[config.mk]
export PLATFORM = sky130hd
export DESIGN_NAME = vga_scanout
export DESIGN_NICKNAME = d
export VERILOG_FILES = /design/src/rtl/vga_scanout.sv
export SDC_FILE = /design/constraint.sdc
export NUM_CORES = 1
export LEC_CHECK = 0
export ABC_CLOCK_PERIOD_IN_PS = 10190
export CORE_MARGIN = 4
export CORE_UTILIZATION = 55
export CTS_CLUSTER_DIAMETER = 30
export DETAILED_ROUTE_END_ITERATION = 12
export GPL_ROUTABILITY_DRIVEN = 0
export PLACE_DENSITY_LB_ADDON = 0.1
export SETUP_SLACK_MARGIN = 0.1
export SLEW_MARGIN = 10
export SYNTH_ARGS = -nofsm -noshare
export SYNTH_HDL_FRONTEND = slang
export SYNTH_SLANG_ARGS = --single-unit
[constraint.sdc]
create_clock -name clock -period 10.19 [get_ports clock]
set_input_delay 2.5475 -clock clock [delete_from_list [all_inputs] [get_ports clock]]
set_output_delay 2.5475 -clock clock [all_outputs]
set_load 0.02 [all_outputs]
[src/rtl/vga_scanout.sv]
// vga_scanout: scans the 320x240x3-bit framebuffer and drives a 640x480@60 VGA
// output with every framebuffer pixel doubled to 2x2 screen pixels.
// Ports: clock/reset (async, active-high); ram_address/ram_read_data form the
// framebuffer read port; vga_r/g/b (4 bit), vga_hs/vga_vs (active-low) and a
// one-clock frame_start pulse.
module vga_scanout #(
  parameter int CLK_DIV  = 2,
  parameter int RD_LAT   = 1,
  parameter int H_ACTIVE = 640,
  parameter int H_FP     = 16,
  parameter int H_SYNC   = 96,
  parameter int H_BP     = 48,
  parameter int V_ACTIVE = 480,
  parameter int V_FP     = 10,
  parameter int V_SYNC   = 2,
  parameter int V_BP     = 33
) (
  input  logic        clock,
  input  logic        reset,
  output logic [18:0] ram_address,
  input  logic [2:0]  ram_read_data,
  output logic [3:0]  vga_r,
  output logic [3:0]  vga_g,
  output logic [3:0]  vga_b,
  output logic        vga_hs,
  output logic        vga_vs,
  output logic        frame_start
);

  localparam int DW = (CLK_DIV > 2) ? 2 : 1;

  localparam logic [DW-1:0] DIV_LAST = DW'(CLK_DIV - 1);
  localparam logic [9:0]    H_LAST   = 10'(H_ACTIVE + H_FP + H_SYNC + H_BP - 1);
  localparam logic [9:0]    V_LAST   = 10'(V_ACTIVE + V_FP + V_SYNC + V_BP - 1);
  localparam logic [9:0]    H_ACT    = 10'(H_ACTIVE);
  localparam logic [9:0]    V_ACT    = 10'(V_ACTIVE);
  localparam logic [9:0]    V_ACT_M1 = 10'(V_ACTIVE - 1);
  localparam logic [9:0]    HS_BEG   = 10'(H_ACTIVE + H_FP);
  localparam logic [9:0]    HS_END   = 10'(H_ACTIVE + H_FP + H_SYNC);
  localparam logic [9:0]    VS_BEG   = 10'(V_ACTIVE + V_FP);
  localparam logic [9:0]    VS_END   = 10'(V_ACTIVE + V_FP + V_SYNC);
  // One framebuffer line covers two screen lines of H_ACTIVE/2 entries.
  localparam logic [16:0]   LINE_STEP = 17'(H_ACTIVE / 2);

  // Read data must land before the pe edge that samples it.
  if (CLK_DIV < 2 || CLK_DIV > 4) begin : g_bad_div
    $error("vga_scanout: CLK_DIV must be 2..4");
  end
  if (RD_LAT < 1 || RD_LAT >= CLK_DIV) begin : g_bad_lat
    $error("vga_scanout: RD_LAT must satisfy 1 <= RD_LAT < CLK_DIV");
  end

  logic [DW-1:0] div;
  logic [9:0]    h, v;
  logic [16:0]   line_base;
  logic          pe;

  logic [9:0]    h_nxt, v_nxt;
  logic [16:0]   lb_nxt;
  logic [18:0]   addr_nxt;
  logic          wrap;
  logic          active, hs_low, vs_low;

  assign pe = (div == DIV_LAST);

  // Counter positions for the next pixel period; the address is registered
  // from these so it is stable for the whole period it belongs to.
  always_comb begin
    h_nxt    = h + 10'd1;
    v_nxt    = v;
    lb_nxt   = line_base;
    addr_nxt = 19'd0;
    wrap     = 1'b0;
    if (h == H_LAST) begin
      h_nxt = 10'd0;
      if (v == V_LAST) begin
        v_nxt  = 10'd0;
        lb_nxt = 17'd0;
        wrap   = 1'b1;
      end else begin
        v_nxt = v + 10'd1;
        // odd -> even step inside the active area starts a new fb line
        if (v[0] && (v < V_ACT_M1))
          lb_nxt = line_base + LINE_STEP;
      end
    end
    if ((h_nxt < H_ACT) && (v_nxt < V_ACT))
      addr_nxt = {2'b00, lb_nxt} + {10'd0, h_nxt[9:1]};
  end

  // Flags of the pixel whose data is sampled at the end of this period.
  always_comb begin
    active = (h < H_ACT) && (v < V_ACT);
    hs_low = (h >= HS_BEG) && (h < HS_END);
    vs_low = (v >= VS_BEG) && (v < VS_END);
  end

  always_ff @(posedge clock or posedge reset) begin
    if (reset) begin
      div         <= '0;
      h           <= 10'd0;
      v           <= 10'd0;
      line_base   <= 17'd0;
      ram_address <= 19'd0;
      vga_r       <= 4'h0;
      vga_g       <= 4'h0;
      vga_b       <= 4'h0;
      vga_hs      <= 1'b1;
      vga_vs      <= 1'b1;
      frame_start <= 1'b0;
    end else begin
      frame_start <= 1'b0;
      if (pe) begin
        div         <= '0;
        h           <= h_nxt;
        v           <= v_nxt;
        line_base   <= lb_nxt;
        ram_address <= addr_nxt;
        vga_r       <= {4{active & ram_read_data[2]}};
        vga_g       <= {4{active & ram_read_data[1]}};
        vga_b       <= {4{active & ram_read_data[0]}};
        vga_hs      <= ~hs_low;
        vga_vs      <= ~vs_low;
        frame_start <= wrap;
      end else begin
        div <= div + DW'(1);
      end
    end
  end

endmodule

# == Word level (Yosys, flattened, before mapping) ==
# Index checks and enable logic that the tools add are counted.
# word_totals
mem_bits_ro,0
output_inout_bits,34
inputBits,5
mem_count,0
elab_cells,48
mem_bits_rw,0
latch_bits,0
ff_bits,63
# classes
mul,0
shift,0
reduce_logical,5
mux,11
add_sub_neg,5
n_bitwise,5
n_eq_ne,2
div,0
magnitude_cmp,9
# ops
operator,count
17-bit two-way mux,3
"10-bit by 9-bit less-than comparator with 1-bit output, second input constant",4
"10-bit less-than comparator, second input constant",3
10-bit two-way mux,3
"10-bit by 1-bit adder with 10-bit output, second input constant",2
"10-bit == test, second input constant",2
17-bit by 9-bit adder with 18-bit output,1
18-bit two-way mux,1
"17-bit by 9-bit adder with 17-bit output, second input constant",1
"10-bit >= comparator, second input constant",1
"10-bit by 9-bit >= comparator with 1-bit output, second input constant",1
1-bit logical AND,5
1-bit two-way mux,4
1-bit AND,3
1-bit inverter,2
"1-bit adder, second input constant",1

# == Longest topological paths before layout ==
# Gate-level depths: netlist of run 1.
# logic_depth
depth_word,7
mapped_depth,17
mapped_depth_nobuf,16

# == Least setup slack after synthesis of run 1 ==
# Ideal clock, no wire load.
# synth_path
kind,flip-flop to flip-flop
from,register h[0]
to,register ram_address[10]
arrival_ns,3.901
path_stages_with_launch,18
period_less_slack_ns,4.022
setup_slack_ns,6.168
setup_ns,0.121
n_path_buf,2
required_time_ns,10.069
path_cell_list,dfrtp_1 -> ha_1 -> nand3_1 -> nor3_1 -> clkbuf_1 -> nand2_1 -> clkbuf_1 -> and2_1 -> ha_1 -> fa_1 -> a21o_1 -> a21oi_1 -> o21bai_1 -> a31o_2 -> a211oi_1 -> nor3_1 -> xnor2_1 -> a22o_1
# synth_between
elab_cells_between_ends,10
cone_classes,add/sub: 2; order compare: 2; eq/ne: 1; mux: 4; reduce/logical: 1
# synth_rtl
element,line_no,text
from (decl),54,"logic [9:0] h, v;"
from (signal assigned),115,h <= h_nxt;
10-bit == test,74,if (h == H_LAST) begin
17-bit two-way mux,74,
named net lb_nxt[0],59,logic [16:0] lb_nxt;
17-bit by 9-bit adder with 18-bit output,88,"addr_nxt = {2'b00, lb_nxt} + {10'd0, h_nxt[9:1]};"
18-bit two-way mux,87,if ((h_nxt < H_ACT) && (v_nxt < V_ACT))
to (signal assigned),118,ram_address <= addr_nxt;
to (decl),20,"output logic [18:0] ram_address,"
# The timed path passes the listed nets, and every way through them passes these cells.
# A chain may end at the register's enable or synchronous reset.

# == Worst setup path after layout of run 1 ==
# Ends and elaborated chain as after synthesis.

==> results.md, run 1 <==
* Number of cells on the critical path at 16
* Tcrit/Tclk final at 42.4%
* Static Leak at ~2.0 nW
* Startpoint of the most critical hold path: vga_vs
* Setup slack, reg-to-reg at 5.87 ns
* Sequential cell area at approximately 1600 µm²
* Final HPWL from detailed placement at 6.02 mm
* Setup Viol. Count Final at 0
* Signed area change from the synthesized netlist to the final layout at 13.8%
* Maximum number of pins on one net before global-route repair at 63
* Status: finished clean
* Total Nets Final at around 450
* R2R depth at 16
* Final Routed Wirelength at between 8 and 9 mm
* Total die area at 8510 µm²
* Internal power at between 0.3 and 0.4 mW
* Worst path top cell family by delay: compound AO/OA/AOI/OAI gates
* CP endpoint: ram_address[10]
* Worst Path Class, Setup: flip-flop to flip-flop
* Share of Yosys cell area claimed by the top area cell type at 38.5%
* Number of buffers inserted for hold repair after clock tree synthesis at 0
* Net switching power figure at 0.105 mW
* Clock Skew at approximately 0.011 ns
* Mean post-synth cell area at a little under 10 µm²
* Sequential Power Share at a little over half
* Clock power share at around 45%
* Max VDD drop at 0.0632 mV
* Rel. slew slack at 49.1%
* Number of optimization iterations in the first detailed-route pass at 4
* DR DRC count at 0
* Overflow left after global routing at 0
* Number of hold violations in the final report at 0
* CTS sink count at 62
* Number of library cell types mapped by synthesis at approximately 60
* Maximum level of the CTS H-tree at 3
* Final worst setup slack at 5.87 ns
* Time the final worst path needs with I/O delays and setup at 4.32 ns
* Wire length of the first global-routing pass at around 14 mm
* Required time of the critical path at approximately 10 ns
* Number of pins with negative max-slew slack in the final report at 0
* TritonCTS Buffers at 9
* Worst Max-Slew Pin Slew at 0.764 ns
* Crit path buf inv count at 1
* Proportion of layout cells with a drive suffix above 1 at between 10 and 15%
* Cell area after synthesis at 3900 µm²
* Async SR Flop Fraction at 100%
* Total power divided by cell area at roughly 110 nW/µm²
* Syn_nets at between 400 and 500
* Area of the core region at 6830 µm²
* Largest cells by area after synthesis: dfrtp_1, xnor2_1, ha_1
* Critical Path Source Type: flip-flop
* Number of inserted diodes at 0
* Detailed-route via count at 3116
* Highest clock frequency the design can meet at 232 MHz
* Cell at the slowest stage of the critical path: fa_1
* Fin util at between 60% and 70%
* Largest stage delay, worst path at 0.41 ns
* Die Height at 92.2 µm
* Number of buffers inserted by port buffering at 37
* Buffer levels on the longest clock path at 2
* Hold WC Path Type: flip-flop to flip-flop
* Post-DR wirelength/cell at 16.3 µm
* Largest fanout on the critical path at 16
* Data arrival at the endpoint of the critical path at 4.54 ns
* Global routing usage summed across all routing layers at a little over a fifth
* Part of the total power dissipated in combinational logic at 3.2%
* Clock slew seen by the registers of the worst setup and hold paths at 0.07 ns
* Max capacitance violation total at 0
* Switching share of power at approximately 22%
* Source-to-sink clock delay at the later pin of the worst-skew pair at 0.34 ns
* Initial core utilization at a little under three fifths
* R2R Path Start: h[0]
* Number of global-route vias before repair at 2999
* Gates resized, CTS repair at 0
* Number of enable flip-flop cells after synthesis at 0
* TritonCTS clock tree: done
* FF+latch count, synth at 62
* Reg2reg end: ram_address[10]
* Element type at the critical path end: flip-flop
* Number of setup buffers added after CTS at 0
* Main flop type after synthesis: dfrtp_1
* FILL cells at 594
* Launch point of the critical path: h[0]
* CTS root buf: clkbuf_8
* Final ANT Viol Nets at 0
* Via density per instance at 5.92
* Number of warnings printed during yosys synthesis at 0
* Num ports at 39
* Total number of placement rows at 30
* Setup repair after global routing missed its margin: false
* Sequence of cells on the critical path: ha_1, nand3_1, nor3_1, buf_4, nand2_1, and2_1, ha_1, fa_1, a21o_1, a21oi_1, o21bai_1, a31o_2, a211oi_1, nor3_1, xnor2_1, a22o_1
* Width of the die at 92.2 µm
* Multi-input combinational cell area at 2130 µm²
* WHS at 0.486 ns
* Fraction of the yosys area taken by sequential cells at 39.8%
* Antenna violations before repair at 0
* Syn Inst Count at 405
* Setup WS pre-CTS at 6.00 ns
* Accumulated negative setup slack at 0 ns
* Number of DRC violations after detailed-routing iteration 0 at 158
* Dominant cell type by area after synthesis: dfrtp_1
==> sequential cells by signal, indices dropped and copies added, names as in the netlist <==
register	count
h	10
ram_address	18
frame_start	1
vga_r	1
v	10
vga_vs	1
vga_g	1
div	1
vga_hs	1
line_base	17
vga_b	1
==> cell usage after synthesis, types with 5 or more instances <==
| cell | instances |
|---|---|
| nand4_1 | 14 |
| mux2_2 | 10 |
| xor2_1 | 12 |
| nand2_1 | 26 |
| nand3_1 | 15 |
| buf_4 | 10 |
| ha_1 | 14 |
| inv_1 | 12 |
| and2_1 | 15 |
| clkbuf_1 | 9 |
| nor3_1 | 12 |
| buf_2 | 8 |
| o21ai_0 | 21 |
| nor2b_1 | 5 |
| xnor2_1 | 22 |
| and3_1 | 7 |
| a22o_1 | 19 |
| a21oi_1 | 10 |
| and4_1 | 5 |
| a21o_1 | 6 |
| nor2_1 | 30 |
| dfrtp_1 | 60 |
==> worst min-delay path, cell delays in order (launching register included) <==
cell     delay, ns
dfstp_2       0.37
nor2_1        0.07
a31oi_1       0.04
==> final cells by class <==
class,count,share of cell area (%)
Clock buffer,10,3.10
Clock inverter,5,1.13
Inverter,12,1.01
Multi-Input combinational cell,299,47.9
Sequential cell,62,35.0
Tap cell,96,2.70
Timing Repair Buffer,42,9.18
==> layout by cell type, fill, tap and decap left out, types with 7 or more instances in the layout <==
master / n
clkdlybuf4s50_1: 37
clkbuf_8: 10
o21ai_0: 21
dfrtp_1: 60
xor2_1: 12
nor2_1: 30
nor3_1: 11
mux2_2: 10
xnor2_1: 22
and2_1: 15
ha_1: 14
nand3_1: 15
and3_1: 7
inv_1: 11
a22o_1: 19
a21oi_1: 10
nand4_1: 14
nand2_1: 26
==> power groups by stage <==
stage | combinational, mW | sequential [mW] | clock [mW]
2_1_floorplan | 0.00976 | 0.253 | 0
3_3_place_gp | 0.0157 | 0.252 | 0
3_5_place_dp | 0.0158 | 0.252 | 0
4_1_cts | 0.0158 | 0.247 | 0.216
5_1_grt | 0.0168 | 0.247 | 0.227
6_report | 0.0153 | 0.247 | 0.212
==> worst min path at each step <==
stage	end	slack, ns	cells past startpoint
floorplan	line_base[0]	0.44	1
global placement	line_base[4]	0.47	1
detailed placement	line_base[2]	0.48	1
CTS	vga_vs	0.49	2
global route	line_base[3]	0.51	1
finish	vga_vs	0.49	2
==> stage by stage <==
stage,total power [mW],cell area [µm²],cells
final,0.474,4440,526
after global routing,0.491,4440,526
after CTS,0.479,4440,526
after detailed placement,0.268,4250,511
after global placement,0.268,4250,511
after floorplan,0.263,3900,405
==> cells by family after synthesis <==
logic type	after synthesis	synth area share (%)
xor gates and xnor gates	34	7.63
buffers and inverters	44	5.83
adders and majority gates	15	5.00
muxes	14	4.04
other	1	0.0961
and+or+nand+nor	151	22.1
AOI/OAI and AO/OA	84	15.5
DFF	62	39.8
==> layer usage <==
metal  global-route usage (%)  routed length, µm
met2                     33.2               3960
met3                     4.27                432
met5                        0                  0
met1                     29.1               4090
met4                     8.42                 89
Power figures use the tool's default switching activity.
==> inputs of run 2 (changes only) <==
- ABC_CLOCK_PERIOD_IN_PS: 10190 -> 4150
- clock period: 10.19 -> 4.15 ns (I/O delays scaled with it)
==> run 2 against run 1 <==
- routed wire length is 0.13% lower
- non-clock buffer count up 6
- sequential share of layout area shrank 0.28 points
- die area stayed put
- power up 130%
- clock skew shrank 0.0017 ns
- hold slack lost 0.0069 ns
- setup slack worse by 5.6 ns
- largest cell class unchanged
- largest power group unchanged
- highest routed layer unchanged
==> results.md, run 2 (synthesis results as in run 1) <==
* Setup repair after global routing missed its margin: false
* Final ANT Viol Nets at 0
* Proportion of layout cells with a drive suffix above 1 at between 10% and 20%
* Area of the core region at 6830 µm²
* Setup slack, reg-to-reg at 0.32 ns
* R2R Path Start: h[0]
* DR DRC count at 0
* Clock Skew at 0.00901 ns
* Sink of the worst hold path: line_base[4]
* R2R depth at 14
* Signed area change from the synthesized netlist to the final layout at 14.7%
* Startpoint of the most critical hold path: line_base[4]
* Highest-count cells in the layout ignoring fill and taps: dfrtp_1, clkdlybuf4s50_1, nor2_1
* Max VDD drop at 0.165 mV
* Element type at the critical path end: flip-flop
* CTS root buf: clkbuf_8
* Post-DR wirelength/cell at 16.1 µm
* Maximum number of pins on one net before global-route repair at 38
* Placed standard-cell area at 4290 µm²
* Tcrit/Tclk final at 92.3%
* Reg2reg end: ram_address[10]
* Cell depth of the worst hold path at 1
* CTS sink count at 62
* Worst Max-Slew Pin Slew at roughly 0.67 ns
* Buffer levels on the longest clock path at 2
* Number of inserted diodes at 0
* Highest clock frequency the design can meet at 261 MHz
* Source-to-sink clock delay at the later pin of the worst-skew pair at 0.34 ns
* Number of pins with negative max-slew slack in the final report at 0
* Die Height at 92.2 µm
* Final HPWL from detailed placement at about 6.2 mm
* TritonCTS Buffers at 9
* Antenna violations before repair at 0
* Detailed-route via count at 3079
* Time the final worst path needs with I/O delays and setup at 3.83 ns
* Maximum level of the CTS H-tree at 3
* Number of buffers inserted by port buffering at 37
* Number of hold violations in the final report at 0
* Data arrival at the endpoint of the critical path at 4.05 ns
* Accumulated negative setup slack at 0 ns
* Total die area at 8510 µm²
* Overflow left after global routing at 0
* Number of global-route vias before repair at 2928
* Max capacitance violation total at 0
* Number of optimization iterations in the first detailed-route pass at 4
* Critical Path Source Type: flip-flop
* Total power divided by cell area at 246 nW/µm²
* Biggest regs: ram_address x18, line_base x17
* Status: finished clean
* Final Routed Wirelength at about 8.6 mm
* Largest fanout on the critical path at 5
* Worst Path Class, Setup: flip-flop to flip-flop
* Total number of placement rows at 30
* Final non-filler cell area at 4480 µm²
* Number of DRC violations after detailed-routing iteration 0 at about 130
* Largest register by flop count: ram_address
* Static Leak at 1.98 nW
* Setup Viol. Count Final at 0
* TritonCTS clock tree: done
* Number of buffers inserted for hold repair after clock tree synthesis at 0
* Commonest non-fill, non-tap cell in the layout: dfrtp_1
* Num ports at 39
* Wire length of the first global-routing pass at 14.6 mm
* Rel. slew slack at 55.2%
* Hold WC Path Type: flip-flop to flip-flop
* Clock slew seen by the registers of the worst setup and hold paths at around 0.07 ns
* Global routing usage summed across all routing layers at 21.5%
* Width of the die at 92.2 µm
* Max FFs per register at 18
* Via density per instance at 5.78
* Total Nets Final at roughly 450
* FILL cells at 581
* Initial core utilization at 57.1%
* Required time of the critical path at 4.37 ns
run 2: area by class of cell:
class | count | area [µm²] | area share [%]
multi-input combinational | 299 | 2140 | 47.9
sequential | 62 | 1550 | 34.7
timing repair buffer | 48 | 453 | 10.1
clock buffer | 15 | 156 | 3.49
tap | 96 | 120 | 2.68
inverter | 12 | 45.0 | 1.01
clock inverter | 1 | 5.00 | 0.112
run 2: how the worst max path moves through the flow:
stage | startpoint | endpoint | slack [ns]
after floorplan | h[0] | ram_address[10] | 0.13
after global placement | h[1] | ram_address[15] | 0.40
after detailed placement | h[1] | ram_address[15] | 0.26
after CTS | h[0] | ram_address[10] | 0.23
after global routing | h[1] | ram_address[10] | 0.11
final | h[0] | ram_address[10] | 0.32
run 2: timing repair:
item | 4_1_cts | 5_1_grt
setup buffers | 0 | 1
gates resized for setup | 0 | 4
endpoints found under the setup margin | 0 | 9
run 2: per-stage QoR:
| stage | worst slack, ns | utilization [%] | power [mW] | hold WS (ns) | cells |
|---|---|---|---|---|---|
| after floorplan | 0.128 | - | 0.645 | 0.444 | 405 |
| after global routing | 0.115 | 65.5 | 1.14 | 0.493 | 533 |
| after CTS | 0.226 | 65.2 | 1.11 | 0.484 | 532 |
| after global placement | 0.399 | 62.8 | 0.658 | 0.462 | 516 |
| after detailed placement | 0.258 | 62.8 | 0.658 | 0.464 | 516 |
| final | 0.319 | 65.5 | 1.10 | 0.479 | 533 |
run 2: where the power goes:
group | leakage (nW) | total, mW | internal [mW] | switching [mW]
combinational | 1.07 | 0.0380 | 0.0148 | 0.0232
sequential | 0.828 | 0.608 | 0.606 | 0.00163
clock | 0.0817 | 0.458 | 0.234 | 0.224
total | 1.98 | 1.10 | 0.854 | 0.249
run 2: worst max-delay path, cell delays in order, from the launching register on:
cell and delay [ns]:
dfrtp_1 0.42, ha_1 0.25, nand3_1 0.23, or3_4 0.45, and2_1 0.19, ha_1 0.23, fa_1 0.41, a21o_1 0.20
a21oi_1 0.21, o21bai_1 0.11, a31o_2 0.27, a211oi_2 0.31, nor3_1 0.09, xnor2_1 0.13, a22o_1 0.20
run 2: layer usage:
layer | global-route usage [%] | up-vias | wire (µm)
li1 | - | 1520 | -
met1 | 30.1 | 1480 | 4200
met2 | 33.8 | 67 | 3910
met3 | 3.45 | 12 | 319
met4 | 7.92 | 0 | 127
met5 | 0 | - | 0
==> inputs of run 3 (changes only) <==
- CAP_MARGIN: unset -> 20
- PLACE_DENSITY_LB_ADDON: 0.1 -> 0.15
==> run 3 against run 2 <==
- clock power rose by 25%
- sequential cell count unchanged
- design area up 1.4%
- register-to-register slack gained 0.11 ns
- fmax is 2.9% higher
- hold slack improved by 0.00057 ns
- non-clock buffer count unchanged
- global-route usage is 0.13 points higher
- die area is the same
- largest power group unchanged
==> results.md, run 3 (synthesis results as in run 1) <==
* Status: finished clean
* Setup repair after global routing missed its margin: false
* Max VDD drop at 0.220 mV
* Overflow left after global routing at 0
* TritonCTS clock tree: done
* Wire length of the first global-routing pass at between 10 and 15 mm
* Highest-count cells in the layout ignoring fill and taps: dfrtp_1, clkdlybuf4s50_1, nor2_1
* Largest fanout on the critical path at 5
* Rel. slew slack at 47.9%
* Initial core utilization at between 50% and 60%
* Post-DR wirelength/cell at 16.3 µm
* Buffer levels on the longest clock path at 2
* Number of global-route vias before repair at 3072
* Clock power share at 47.0%
* Static Leak at between 2 and 2.5 nW
* Non-filler instance count after layout at 533
* Detailed-route via count at 3156
* TritonCTS Buffers at 9
* CTS sink count at 62
* Worst Path Class, Setup: flip-flop to flip-flop
* Part of the total power dissipated in combinational logic at between 3 and 4%
* WHS at 0.480 ns
* Total number of placement rows at 30
* Total die area at 8510 µm²
* Final non-filler cell area at 4540 µm²
* Max capacitance violation total at 0
* Source-to-sink clock delay at the later pin of the worst-skew pair at 0.34 ns
* Biggest regs: ram_address x18, line_base x17
* Max FFs per register at 18
* Placed standard-cell area at ~4300 µm²
* Net switching power figure at about 0.27 mW
* Fin util at between 60 and 70%
* Number of pins with negative max-slew slack in the final report at 0
* Maximum number of pins on one net before global-route repair at 63
* Data arrival at the endpoint of the critical path at 3.95 ns
* Global routing usage summed across all routing layers at 21.7%
* Number of optimization iterations in the first detailed-route pass at 5
* DR DRC count at 0
* Internal power at 0.948 mW
* Final Routed Wirelength at between 8 and 9 mm
* Total power divided by cell area at 268 nW/µm²
* Highest clock frequency the design can meet at 269 MHz
* Hold WC Path Type: flip-flop to flip-flop
* Total Nets Final at 452
* Num ports at 39
* Maximum level of the CTS H-tree at 3
* Switching share of power at 22.1%
* CTS root buf: clkbuf_8
* Tcrit/Tclk final at 89.7%
* Width of the die at between 90 and 100 µm
* Required time of the critical path at 4.37 ns
* Time the final worst path needs with I/O delays and setup at 3.72 ns
* Number of DRC violations after detailed-routing iteration 0 at 150
* Number of hold violations in the final report at 0
* Clock slew seen by the registers of the worst setup and hold paths at ~0.070 ns
* Area of the core region at 6830 µm²
* Accumulated negative setup slack at 0 ns
* Setup Viol. Count Final at 0
* Number of buffers inserted by port buffering at 37
* Final ANT Viol Nets at 0
* Antenna violations before repair at 0
* FILL cells at about 560
* Via density per instance at 5.92
* Number of buffers inserted for hold repair after clock tree synthesis at 0
* Die Height at a little over 90 µm
* Signed area change from the synthesized netlist to the final layout at 16.3%
* Placed Cells at 516
* Commonest non-fill, non-tap cell in the layout: dfrtp_1
* Worst Max-Slew Pin Slew at ~0.78 ns
* Element type at the critical path end: flip-flop
* Clock Skew at approximately 0.015 ns
* Critical Path Source Type: flip-flop
* Proportion of layout cells with a drive suffix above 1 at 13.5%
* Sequential Power Share at 49.9%
* Final HPWL from detailed placement at around 6 mm
* Number of inserted diodes at 0
* Largest register by flop count: ram_address
run 3: metrics by stage:
stage | total power [mW] | setup slack [ns]
detailed placement | 0.658 | 0.241
floorplan | 0.645 | 0.128
finish | 1.22 | 0.428
global route | 1.26 | 0.172
global placement | 0.657 | 0.353
CTS | 1.23 | 0.210
run 3: layer usage:
layer	part of all wire, %	vias to the layer above	track usage [%]
li1	-	1507	-
met1	46	1530	29.1
met2	47	106	34.5
met3	5.5	13	4.35
met4	1.6	0	8.29
met5	0	-	0
run 3: critical path: stages, from the launching register on:
cell	delay [ns]
dfrtp_1	0.41
ha_1	0.27
nand3_2	0.17
or3_4	0.42
and2_1	0.18
ha_1	0.22
fa_1	0.41
a21o_1	0.20
a21oi_1	0.21
o21bai_1	0.12
a31o_2	0.28
a211oi_2	0.30
nor3_1	0.09
xnor2_1	0.13
a22o_1	0.19
run 3: power groups by stage:
stage | Combinational (mW) | Sequential [mW] | Clock [mW]
6_report | 0.0377 | 0.607 | 0.572
5_1_grt | 0.0414 | 0.607 | 0.609
4_1_cts | 0.0389 | 0.607 | 0.584
3_5_place_dp | 0.0389 | 0.619 | 0
3_3_place_gp | 0.0386 | 0.619 | 0
2_1_floorplan | 0.0240 | 0.621 | 0
run 3: worst paths after layout:
kind                               from               to  slack, ns  depth (start not counted)
max in group asynchronous         reset             v[2]       2.38                          3
max reg2reg                        h[1]  ram_address[10]       0.43                         14
min in group asynchronous         reset         vga_r[0]       1.25                          3
min reg2reg                line_base[1]     line_base[1]       0.48                          1
max                                h[1]  ram_address[10]       0.43                         14
min                        line_base[1]     line_base[1]       0.48                          1
run 3: repair_timing:
item | CTS | global route
gates resized for setup | 0 | 5
buffers inserted | 0 | 1
endpoints found under the setup margin | 0 | 8
run 3: final cells by class:
cell class / instances / area, µm² / area share, %
multi-input cells: 299 / 2150 / 47.3
clock inverters: 4 / 53.8 / 1.18
inverters: 12 / 45.0 / 0.992
repair buffers: 48 / 453 / 9.98
well taps: 96 / 120 / 2.65
flip-flops and latches: 62 / 1550 / 34.2
clock buffers: 12 / 165 / 3.64
